### src/rtl/de2_pio_ledr18_out_if.sv
// de2_pio_ledr18_out_if
//   Avalon-MM slave bus bundle for the LED output PIO.
//   master modport: drives address/chipselect/write_n/writedata, samples readdata.
//   slave modport : samples address/chipselect/write_n/writedata, drives readdata.
interface de2_pio_ledr18_out_if;
  logic [2:0]  address;
  logic        chipselect;
  logic        write_n;
  logic [31:0] writedata;
  logic [31:0] readdata;

  modport master (
    output address,
    output chipselect,
    output write_n,
    output writedata,
    input  readdata
  );

  modport slave (
    input  address,
    input  chipselect,
    input  write_n,
    input  writedata,
    output readdata
  );
endinterface

### src/rtl/de2_pio_ledr18_out.sv
// de2_pio_ledr18_out
//   Avalon-MM output PIO for an 18-bit LED bank with atomic set/clear and a
//   hardware blink engine (masked bits toggle every BLINK_HALF cycles).
// Ports:
//   clk      - system clock
//   reset    - asynchronous active-high reset
//   bus      - Avalon-MM slave (address, chipselect, write_n, writedata, readdata)
//   out_port - registered LED outputs
// Register map (word address):
//   0 DATA (R/W), 1 OUTSET (W, reads DATA), 2 OUTCLEAR (W, reads DATA),
//   3 BLINK_MASK (R/W), 4 BLINK_HALF (R/W, write restarts blink),
//   5 STATUS (reads phase, write restarts blink), 6/7 read 0.
module de2_pio_ledr18_out #(
  parameter int unsigned            WIDTH       = 18,
  parameter int unsigned            CNT_WIDTH   = 24,
  parameter logic [WIDTH-1:0]       RESET_VALUE = {WIDTH{1'b0}}
) (
  input  logic                      clk,
  input  logic                      reset,
  de2_pio_ledr18_out_if.slave       bus,
  output logic [WIDTH-1:0]          out_port
);

  localparam logic [2:0] ADDR_DATA   = 3'd0;
  localparam logic [2:0] ADDR_SET    = 3'd1;
  localparam logic [2:0] ADDR_CLEAR  = 3'd2;
  localparam logic [2:0] ADDR_MASK   = 3'd3;
  localparam logic [2:0] ADDR_HALF   = 3'd4;
  localparam logic [2:0] ADDR_STATUS = 3'd5;

  logic [WIDTH-1:0]     data_q,     data_d;
  logic [WIDTH-1:0]     mask_q,     mask_d;
  logic [CNT_WIDTH-1:0] half_q,     half_d;
  logic [CNT_WIDTH-1:0] counter_q,  counter_d;
  logic                 phase_q,    phase_d;
  logic [31:0]          readdata_q, readdata_d;
  logic [WIDTH-1:0]     out_port_q, out_port_d;

  logic                 wr_s;
  logic                 restart_s;
  logic                 unused_s;

  assign wr_s      = bus.chipselect & ~bus.write_n;
  // Writes to BLINK_HALF or STATUS restart the blink engine from phase 0.
  assign restart_s = wr_s & ((bus.address == ADDR_HALF) | (bus.address == ADDR_STATUS));
  // Upper writedata bits beyond the register widths are intentionally ignored.
  assign unused_s  = ^bus.writedata;

  // Register-map write decode.
  always_comb begin
    data_d = data_q;
    mask_d = mask_q;
    half_d = half_q;
    if (wr_s) begin
      case (bus.address)
        ADDR_DATA:  data_d = bus.writedata[WIDTH-1:0];
        ADDR_SET:   data_d = data_q | bus.writedata[WIDTH-1:0];
        ADDR_CLEAR: data_d = data_q & ~bus.writedata[WIDTH-1:0];
        ADDR_MASK:  mask_d = bus.writedata[WIDTH-1:0];
        ADDR_HALF:  half_d = bus.writedata[CNT_WIDTH-1:0];
        default:    data_d = data_q;
      endcase
    end else begin
      data_d = data_q;
    end
  end

  // Blink counter and phase; a restart write wins over the count/wrap.
  always_comb begin
    counter_d = counter_q;
    phase_d   = phase_q;
    if (restart_s) begin
      counter_d = {CNT_WIDTH{1'b0}};
      phase_d   = 1'b0;
    end else if (half_q == {CNT_WIDTH{1'b0}}) begin
      counter_d = {CNT_WIDTH{1'b0}};
      phase_d   = 1'b0;
    end else if (counter_q == (half_q - CNT_WIDTH'(1))) begin
      counter_d = {CNT_WIDTH{1'b0}};
      phase_d   = ~phase_q;
    end else begin
      counter_d = counter_q + CNT_WIDTH'(1);
    end
  end

  // Read mux, sampled every cycle regardless of chipselect (1-cycle latency).
  always_comb begin
    readdata_d = 32'h0000_0000;
    case (bus.address)
      ADDR_DATA, ADDR_SET, ADDR_CLEAR: readdata_d = 32'(data_q);
      ADDR_MASK:                       readdata_d = 32'(mask_q);
      ADDR_HALF:                       readdata_d = 32'(half_q);
      ADDR_STATUS:                     readdata_d = {31'h0000_0000, phase_q};
      default:                         readdata_d = 32'h0000_0000;
    endcase
  end

  // Output: DATA with masked bits inverted during phase 1.
  always_comb begin
    out_port_d = data_q ^ (mask_q & {WIDTH{phase_q}});
  end

  // State registers.
  always_ff @(posedge clk or posedge reset) begin
    if (reset) begin
      data_q     <= RESET_VALUE;
      mask_q     <= {WIDTH{1'b0}};
      half_q     <= {CNT_WIDTH{1'b0}};
      counter_q  <= {CNT_WIDTH{1'b0}};
      phase_q    <= 1'b0;
      readdata_q <= 32'h0000_0000;
      out_port_q <= RESET_VALUE;
    end else begin
      data_q     <= data_d;
      mask_q     <= mask_d;
      half_q     <= half_d;
      counter_q  <= counter_d;
      phase_q    <= phase_d;
      readdata_q <= readdata_d;
      out_port_q <= out_port_d;
    end
  end

  assign bus.readdata = readdata_q;
  assign out_port     = out_port_q;

endmodule

### src/flat_wrapper.sv
// flat-port wrapper written by rule: the top's interface ports become plain ports
module de2_pio_ledr18_out_flat 
#(
  parameter int unsigned            WIDTH       = 18,
  parameter int unsigned            CNT_WIDTH   = 24,
  parameter logic [WIDTH-1:0]       RESET_VALUE = {WIDTH{1'b0}}
)
  (clk, reset, out_port, bus_address, bus_chipselect, bus_write_n, bus_writedata, bus_readdata);
  de2_pio_ledr18_out_if bus_i ();
  input  logic clk;
  input  logic reset;
  output logic [WIDTH-1:0] out_port;
  input wire logic [$bits(bus_i.address)-1:0] bus_address;
  input wire logic [$bits(bus_i.chipselect)-1:0] bus_chipselect;
  input wire logic [$bits(bus_i.write_n)-1:0] bus_write_n;
  input wire logic [$bits(bus_i.writedata)-1:0] bus_writedata;
  output wire logic [$bits(bus_i.readdata)-1:0] bus_readdata;
  assign bus_i.address = bus_address;
  assign bus_i.chipselect = bus_chipselect;
  assign bus_i.write_n = bus_write_n;
  assign bus_i.writedata = bus_writedata;
  assign bus_readdata = bus_i.readdata;
  de2_pio_ledr18_out #(.WIDTH(WIDTH), .CNT_WIDTH(CNT_WIDTH), .RESET_VALUE(RESET_VALUE)) u_core (.clk(clk), .reset(reset), .bus(bus_i), .out_port(out_port));
endmodule
### config.mk
export PLATFORM = sky130hd
export DESIGN_NAME = de2_pio_ledr18_out_flat
export DESIGN_NICKNAME = d
export VERILOG_FILES = /design/src/rtl/de2_pio_ledr18_out_if.sv /design/src/rtl/de2_pio_ledr18_out.sv /design/src/flat_wrapper.sv
export SDC_FILE = /design/constraint.sdc
export NUM_CORES = 1
export LEC_CHECK = 0
export CORE_MARGIN = 4
export CORE_UTILIZATION = 55
export DETAILED_ROUTE_END_ITERATION = 8
export PLACE_DENSITY = 0.91
export SYNTH_ARGS = -nofsm -noshare
export SYNTH_HDL_FRONTEND = slang
export SYNTH_SLANG_ARGS = --single-unit
### constraint.sdc
create_clock -name clk -period 5.6 [get_ports clk]
set_clock_uncertainty 0.15 [all_clocks]
set_input_delay 0.84 -clock clk [delete_from_list [all_inputs] [get_ports clk]]
set_output_delay 0.84 -clock clk [all_outputs]
set_load 0.02 [all_outputs]
==> results of run 1 <==
where the power goes:
part,leakage [nW],switching [mW],internal (mW)
Sequential,1.62,0.207,1.09
Combinational,1.41,0.346,0.341
Clock,0.308,0.431,0.754
per-layer routing:
| metal | vias to the layer above | share of wire | GRT usage |
|---|---|---|---|
| li1 | 2210 | - | - |
| met1 | 2377 | 0.41 | 0.302 |
| met2 | 182 | 0.52 | 0.424 |
| met3 | 22 | 0.060 | 0.0559 |
| met5 | - | 0 | 0 |
| met4 | 0 | 0.015 | 0.0884 |
worst max-delay path, delay by kind of cell (launching register included):
kind | cells | cell delay [ps]
compound gates | 1 | 410
fa+ha+maj | 1 | 270
buf+inv | 2 | 440
flops | 1 | 500
simple gates | 6 | 1690
flip-flops by register name (all words and copies together) (netlist names):
signal and flops:
u_core.bus.readdata 24, u_core.half_q 24, u_core.out_port 18, u_core.phase_q 1, u_core.mask_q 18, u_core.counter_q 24, u_core.data_q 18
synth_stat cells, types with 3 or more instances:
| cell | n |
|---|---|
| dfrtp_1 | 127 |
| nand2_1 | 67 |
| mux2_2 | 42 |
| o21ai_0 | 39 |
| xnor2_1 | 38 |
| nand3_1 | 32 |
| xor2_1 | 26 |
| clkbuf_1 | 24 |
| mux2i_1 | 20 |
| nor3_1 | 20 |
| nor2_1 | 19 |
| and3_1 | 11 |
| nor3_2 | 11 |
| nand4_1 | 9 |
| buf_4 | 8 |
| nor4_1 | 8 |
| a21oi_1 | 7 |
| inv_1 | 7 |
| nand2b_1 | 6 |
| and4_1 | 5 |
| buf_2 | 4 |
| o31ai_1 | 4 |
| or3_1 | 4 |
| a211oi_1 | 3 |
| and2_1 | 3 |
| nor2b_1 | 3 |
| nor3b_1 | 3 |
| o211ai_1 | 3 |
| or4_1 | 3 |
area by class of cell:
class | count | area (sq um) | share of cell area
clock buffers | 18 | 429 | 0.0553
multi-input cells | 425 | 2980 | 0.384
well taps | 140 | 175 | 0.0226
flip-flops and latches | 127 | 3180 | 0.410
repair buffers | 78 | 766 | 0.0987
clock inverters | 14 | 205 | 0.0264
inverters | 7 | 28.8 | 0.00371
stage by stage:
step | instance area (sq um) | hold WS (ps)
2_1_floorplan | 6370 | 315
3_3_place_gp | 7120 | 328
3_5_place_dp | 7120 | 335
4_1_cts | 7760 | 342
5_1_grt | 7760 | 361
6_report | 7760 | 345
worst max path at each step:
stage	startpoint	endpoint	slack [ps]	cells after the start
finish	u_core.half_q[0]	u_core.counter_q[21]	1930	10
global route	u_core.half_q[0]	u_core.counter_q[20]	1680	10
CTS	u_core.half_q[0]	u_core.counter_q[21]	1990	10
detailed placement	bus_address[2]	u_core.mask_q[6]	1740	4
global placement	bus_address[2]	u_core.mask_q[4]	1880	4
floorplan	reset	u_core.bus.readdata[0]	1230	1
logic make-up (layout without fill, tap and decap cells):
| group | Yosys count | after routing | share of synthesized area |
|---|---|---|---|
| AOI/OAI and AO/OA | 73 | 73 | 0.0741 |
| xor gates and xnor gates | 65 | 65 | 0.0919 |
| adders and majority gates | 2 | 2 | 0.00394 |
| buffers and inverters | 46 | 117 | 0.0351 |
| DFF | 127 | 127 | 0.501 |
| muxes | 62 | 62 | 0.106 |
| other | 1 | 8 | 0.000591 |
| and+or+nand+nor | 215 | 215 | 0.188 |
layout by cell type, fill, tap and decap left out, types with 3 or more instances in the layout:
master           count
dfrtp_1            127
clkdlybuf4s50_1     72
nand2_1             67
mux2_2              42
o21ai_0             39
xnor2_1             38
nand3_1             32
xor2_1              26
mux2i_1             20
nor3_1              20
nor2_1              19
clkbuf_16           17
and3_1              11
nor3_2              11
nand4_1              9
nor4_1               8
conb_1               8
a21oi_1              7
nand2b_1             6
inv_1                6
buf_4                6
and4_1               5
or3_1                4
o31ai_1              4
inv_6                4
bufinv_16            4
nor2b_1              3
and2_1               3
a211oi_1             3
or4_1                3
o211ai_1             3
nor3b_1              3
clkinv_4             3
==> run metrics, run 1 <==
Min-Delay Path Depth=1; Area growth, synth to finish=22.2%; Finished Layout Cells=~800; detailed-route DRC error count=0; Final Routed Wirelength=approximately 15,000 microns; Pwr per Cell Area=408 nW/um^2; Die Wd=115 microns; number of synthesized flops with an enable pin=0; Critical Path Fanout Max=24; pin count of the biggest net entering global routing=between 70 and 80; Ys Warns=0; cell chain of the critical path=inv_1 > ha_1 > nor4b_4 > nand4_1 > or3_1 > a2111oi_4 > nand4_1 > nor4b_4 > buf_4 > nor3_1; clock root cell=clkbuf_16; leakage power=3.35 nW; crit path DAT=around 3800 ps; ys async rst share=1.00; Final Cycle Share=0.656; Starting Density=0.573; Slew HR=0.149; DP Cell Count=777; vias per inst=around 5.9; Synth Flop Type=dfrtp_1; Post-Syn Area per Cell=~11 sq um; fin crit period=3670 ps; setup ws final=between 1500 and 2000 ps; Clock Pin Slew Worst Setup and Hold Paths=60 ps; vias=4,791; Final ANT Viol Nets=0; Final GP Congestion=between 0.8 and 0.9; Hold Path Class=reg -> reg; Seq/Total Area, Yosys=0.501; Tot GR Track Use=0.245; PostCTS Resize Cnt=0; IO buf count=72; Seq cells post-synth=around 130; TritonCTS clock tree=done; cells on worst reg2reg path=10; core box area=between 10,000 and 15,000 sq um; Synth area leader=dfrtp_1; Setup Viol. Count Final=0; HP Start=u_core.data_q[6]; row cnt=38; top cells by area, synth=dfrtp_1 50%, mux2_2 7.5%, xnor2_1 5.2%, nand2_1 4.0%, xor2_1 3.6%; Required @ worst endpoint=between 5000 and 6000 ps; first-pass GRT wire length=between 20,000 and 30,000 microns; sum of negative setup slack=0 ps; post-synthesis cell count=591; Post-CTS Setup Repair Bufs=0; clk sinks=roughly 130; startpoint types=flop; R2R Path End=u_core.counter_q[21]; initial antenna violation count=0; WL per Instance=roughly 19 microns; total power=about 3.2 mW; post-synthesis cell area=between 6000 and 7000 sq um; Clock Latency Late Sink=around 420 ps; outcome=completed; Die Footprint=approximately 13,000 sq um; die height=around 120 microns; layout cells sized above 1=0.149; cts bufs inserted=17; path type of the worst setup path=reg -> reg; Worst-Margin Slew=roughly 1300 ps; r2r setup slk=approximately 1900 ps; final-report hold violation count=0; Critical R2R Launch=u_core.half_q[0]; # IOs=about 90; post-layout util=0.700; number of global-route vias before repair=about 5,000; filler instances=approximately 770; diode count=0; gr ovfl total=0; H-tree Lvls=4; drt first pass iters=5; Final nets=697; Synth top area share=0.501; initial DRC count=between 300 and 400; pins over their slew limit=0; Slowest-stage cell, CP=dfrtp_1; delay of the slowest critical-path stage=500 ps; Worst setup EP type=flop; maximum buffer depth of the clock tree=2; pre-CTS WS=between 1500 and 2000 ps; # hold bufs at CTS=0; Worst Hold Path EP=u_core.out_port[6]; max-cap violations=0; Peak supply drop=0.328 mV; hpwl dp=a little over 10,000 microns; RSZ-0062 raised after global routing=no; fmax=approximately 270 MHz; synth unique cells=54
No activity file was read; power rests on OpenSTA's default activity.
==> inputs of run 2 (changes only) <==
Clock period 5.6 ns to 3.6 ns, I/O delays scaled along.
==> run 2 against run 1 <==
  * Sequential cell count did not move
  * Total power rose by 52%
  * Core utilization rose by 0.35 points
  * Cell count rose by 0.99%
  * Critical path depth fell by 2
  * Sequential share of layout area fell by 0.20 points
  * Critical path type unchanged
  * Combinational power rose by 62%
  * Global-route usage barely moved
==> run metrics, run 2 (synthesized netlist as in run 1, its figures left out) <==
outcome=completed (unchanged); fin crit period=3310 ps (was 3670 ps); total power=4.80 mW (was 3.17 mW); pin count of the biggest net entering global routing=128 (was 78); Die Footprint=13,300 sq um (unchanged); filler instances=778 (was 768); Pwr per Cell Area=616 nW/um^2 (was 408 nW/um^2); Seq pwr share=0.417 (was 0.409); gr ovfl total=0 (unchanged); leakage power=3.37 nW (was 3.35 nW); dpl cell area=7220 sq um (was 7120 sq um); layout cells sized above 1=0.161 (was 0.149); sum of negative setup slack=0 ps (unchanged); Hold Path Class=reg -> reg (unchanged); Area growth, synth to finish=22.8% (was 22.2%); Setup Viol. Count Final=0 (unchanged); # hold bufs at CTS=0 (unchanged); Sw Pwr=1.53 mW (was 985 uW); H-tree Lvls=4 (unchanged); PostCTS Resize Cnt=0 (unchanged); Worst-Margin Slew=935 ps (was 1280 ps); Clock Power Share=0.352 (was 0.374); # IOs=89 (unchanged); Finished Layout Cells=817 (was 809); path type of the worst setup path=reg -> reg (unchanged); hpwl dp=10,500 microns (was 10,100 microns); Die Wd=115 microns (unchanged); clk sinks=127 (unchanged); Final ANT Viol Nets=0 (unchanged); maximum buffer depth of the clock tree=2 (unchanged); final instance area=7800 sq um (was 7760 sq um); Peak supply drop=0.417 mV (was 0.328 mV); most common cell after layout, fill and taps aside=dfrtp_1 (unchanged); WHS=342 ps (was 345 ps); die height=115 microns (unchanged); TritonCTS clock tree=done (unchanged); Tot GR Track Use=0.244 (was 0.245); row cnt=38 (unchanged); Pint=3.28 mW (was 2.18 mW); fmax=302 MHz (was 272 MHz); Starting Density=0.573 (unchanged); max-cap violations=0 (unchanged); Clock Pin Slew Worst Setup and Hold Paths=60 ps (about the same); commonest non-fill, non-tap cells in the layout=127 x dfrtp_1, 72 x clkdlybuf4s50_1, 67 x nand2_1 (unchanged); Critical Path Fanout Max=24 (unchanged); Comb pwr share=0.231 (was 0.217); clock root cell=clkbuf_16 (unchanged); WL per Instance=19.3 microns (was 19.1 microns); crit path DAT=3430 ps (was 3750 ps); vias=4,889 (was 4,791); drt first pass iters=5 (unchanged); Worst setup EP type=flop (unchanged); Final nets=706 (was 697); number of global-route vias before repair=5,156 (was 5,018); core box area=11,100 sq um (unchanged); Final Routed Wirelength=15,800 microns (was 15,400 microns); vias per inst=5.98 (was 5.92); detailed-route DRC error count=0 (unchanged); first-pass GRT wire length=25,500 microns (was 25,300 microns); initial DRC count=353 (was 370); Post-CTS Setup Repair Bufs=0 (unchanged); diode count=0 (unchanged); final-report hold violation count=0 (unchanged); Sw Ratio=0.318 (was 0.311); startpoint types=flop (unchanged); IO buf count=72 (unchanged); Final GP Congestion=0.924 (was 0.897); cts bufs inserted=17 (unchanged); initial antenna violation count=0 (unchanged); Slew HR=0.377 (was 0.149); pins over their slew limit=0 (unchanged); post-layout util=0.704 (was 0.700); setup ws final=294 ps (was 1930 ps); pre-CTS WS=348 ps (was 1740 ps); Required @ worst endpoint=3730 ps (was 5680 ps); Clock Latency Late Sink=410 ps (was 420 ps); Final Cycle Share=0.918 (was 0.656); RSZ-0062 raised after global routing=no (unchanged); DP Cell Count=786 (was 777)
run 2: area by class of cell:
cell class                 count  area (sq um)  area share
clock buffer                  18           439      0.0563
multi-input combinational    425          2980       0.382
clock inverter                13           140      0.0180
timing repair buffer          87           858       0.110
sequential                   127          3180       0.408
inverter                       7          30.0     0.00385
tap                          140           175      0.0225
run 2: final timing paths:
check / start / endpoint / slack [ps] / cells after the start
min in group asynchronous: reset / u_core.bus.readdata[20] / 510 / 3
worst max-delay path: u_core.half_q[11] / u_core.counter_q[23] / 290 / 8
max in group asynchronous: reset / u_core.out_port[17] / 2270 / 3
worst min register to register: u_core.data_q[6] / u_core.out_port[6] / 340 / 1
worst min-delay path: u_core.data_q[6] / u_core.out_port[6] / 340 / 1
worst max register to register: u_core.half_q[11] / u_core.counter_q[23] / 290 / 8
run 2: per-layer routing:
| metal | share of wire | routed length, microns | up-vias | global-route usage |
|---|---|---|---|---|
| li1 | - | - | 2238 | - |
| met5 | 0 | 0 | - | 0 |
| met2 | 0.51 | 8010 | 201 | 0.423 |
| met1 | 0.40 | 6250 | 2414 | 0.303 |
| met4 | 0.021 | 328 | 0 | 0.0900 |
| met3 | 0.077 | 1220 | 36 | 0.0517 |
run 2: critical path, stage by stage (launching register included):
cell and delay, ps:
dfrtp_1 470, nor4_1 530, nand4_1 340, or3_1 480, a2111oi_4 400, nand4_1 210
nor4b_4 310, buf_12 220, nor3_1 80
run 2: power groups by stage:
| stage | sequential, mW | clock (mW) | combinational, mW |
|---|---|---|---|
| after floorplan | 1.98 | 0 | 0.704 |
| after global placement | 1.99 | 0 | 1.06 |
| after detailed placement | 2.02 | 0 | 1.10 |
| after CTS | 2.00 | 1.69 | 1.11 |
| after global routing | 2.04 | 1.75 | 1.22 |
| final | 2.00 | 1.69 | 1.11 |
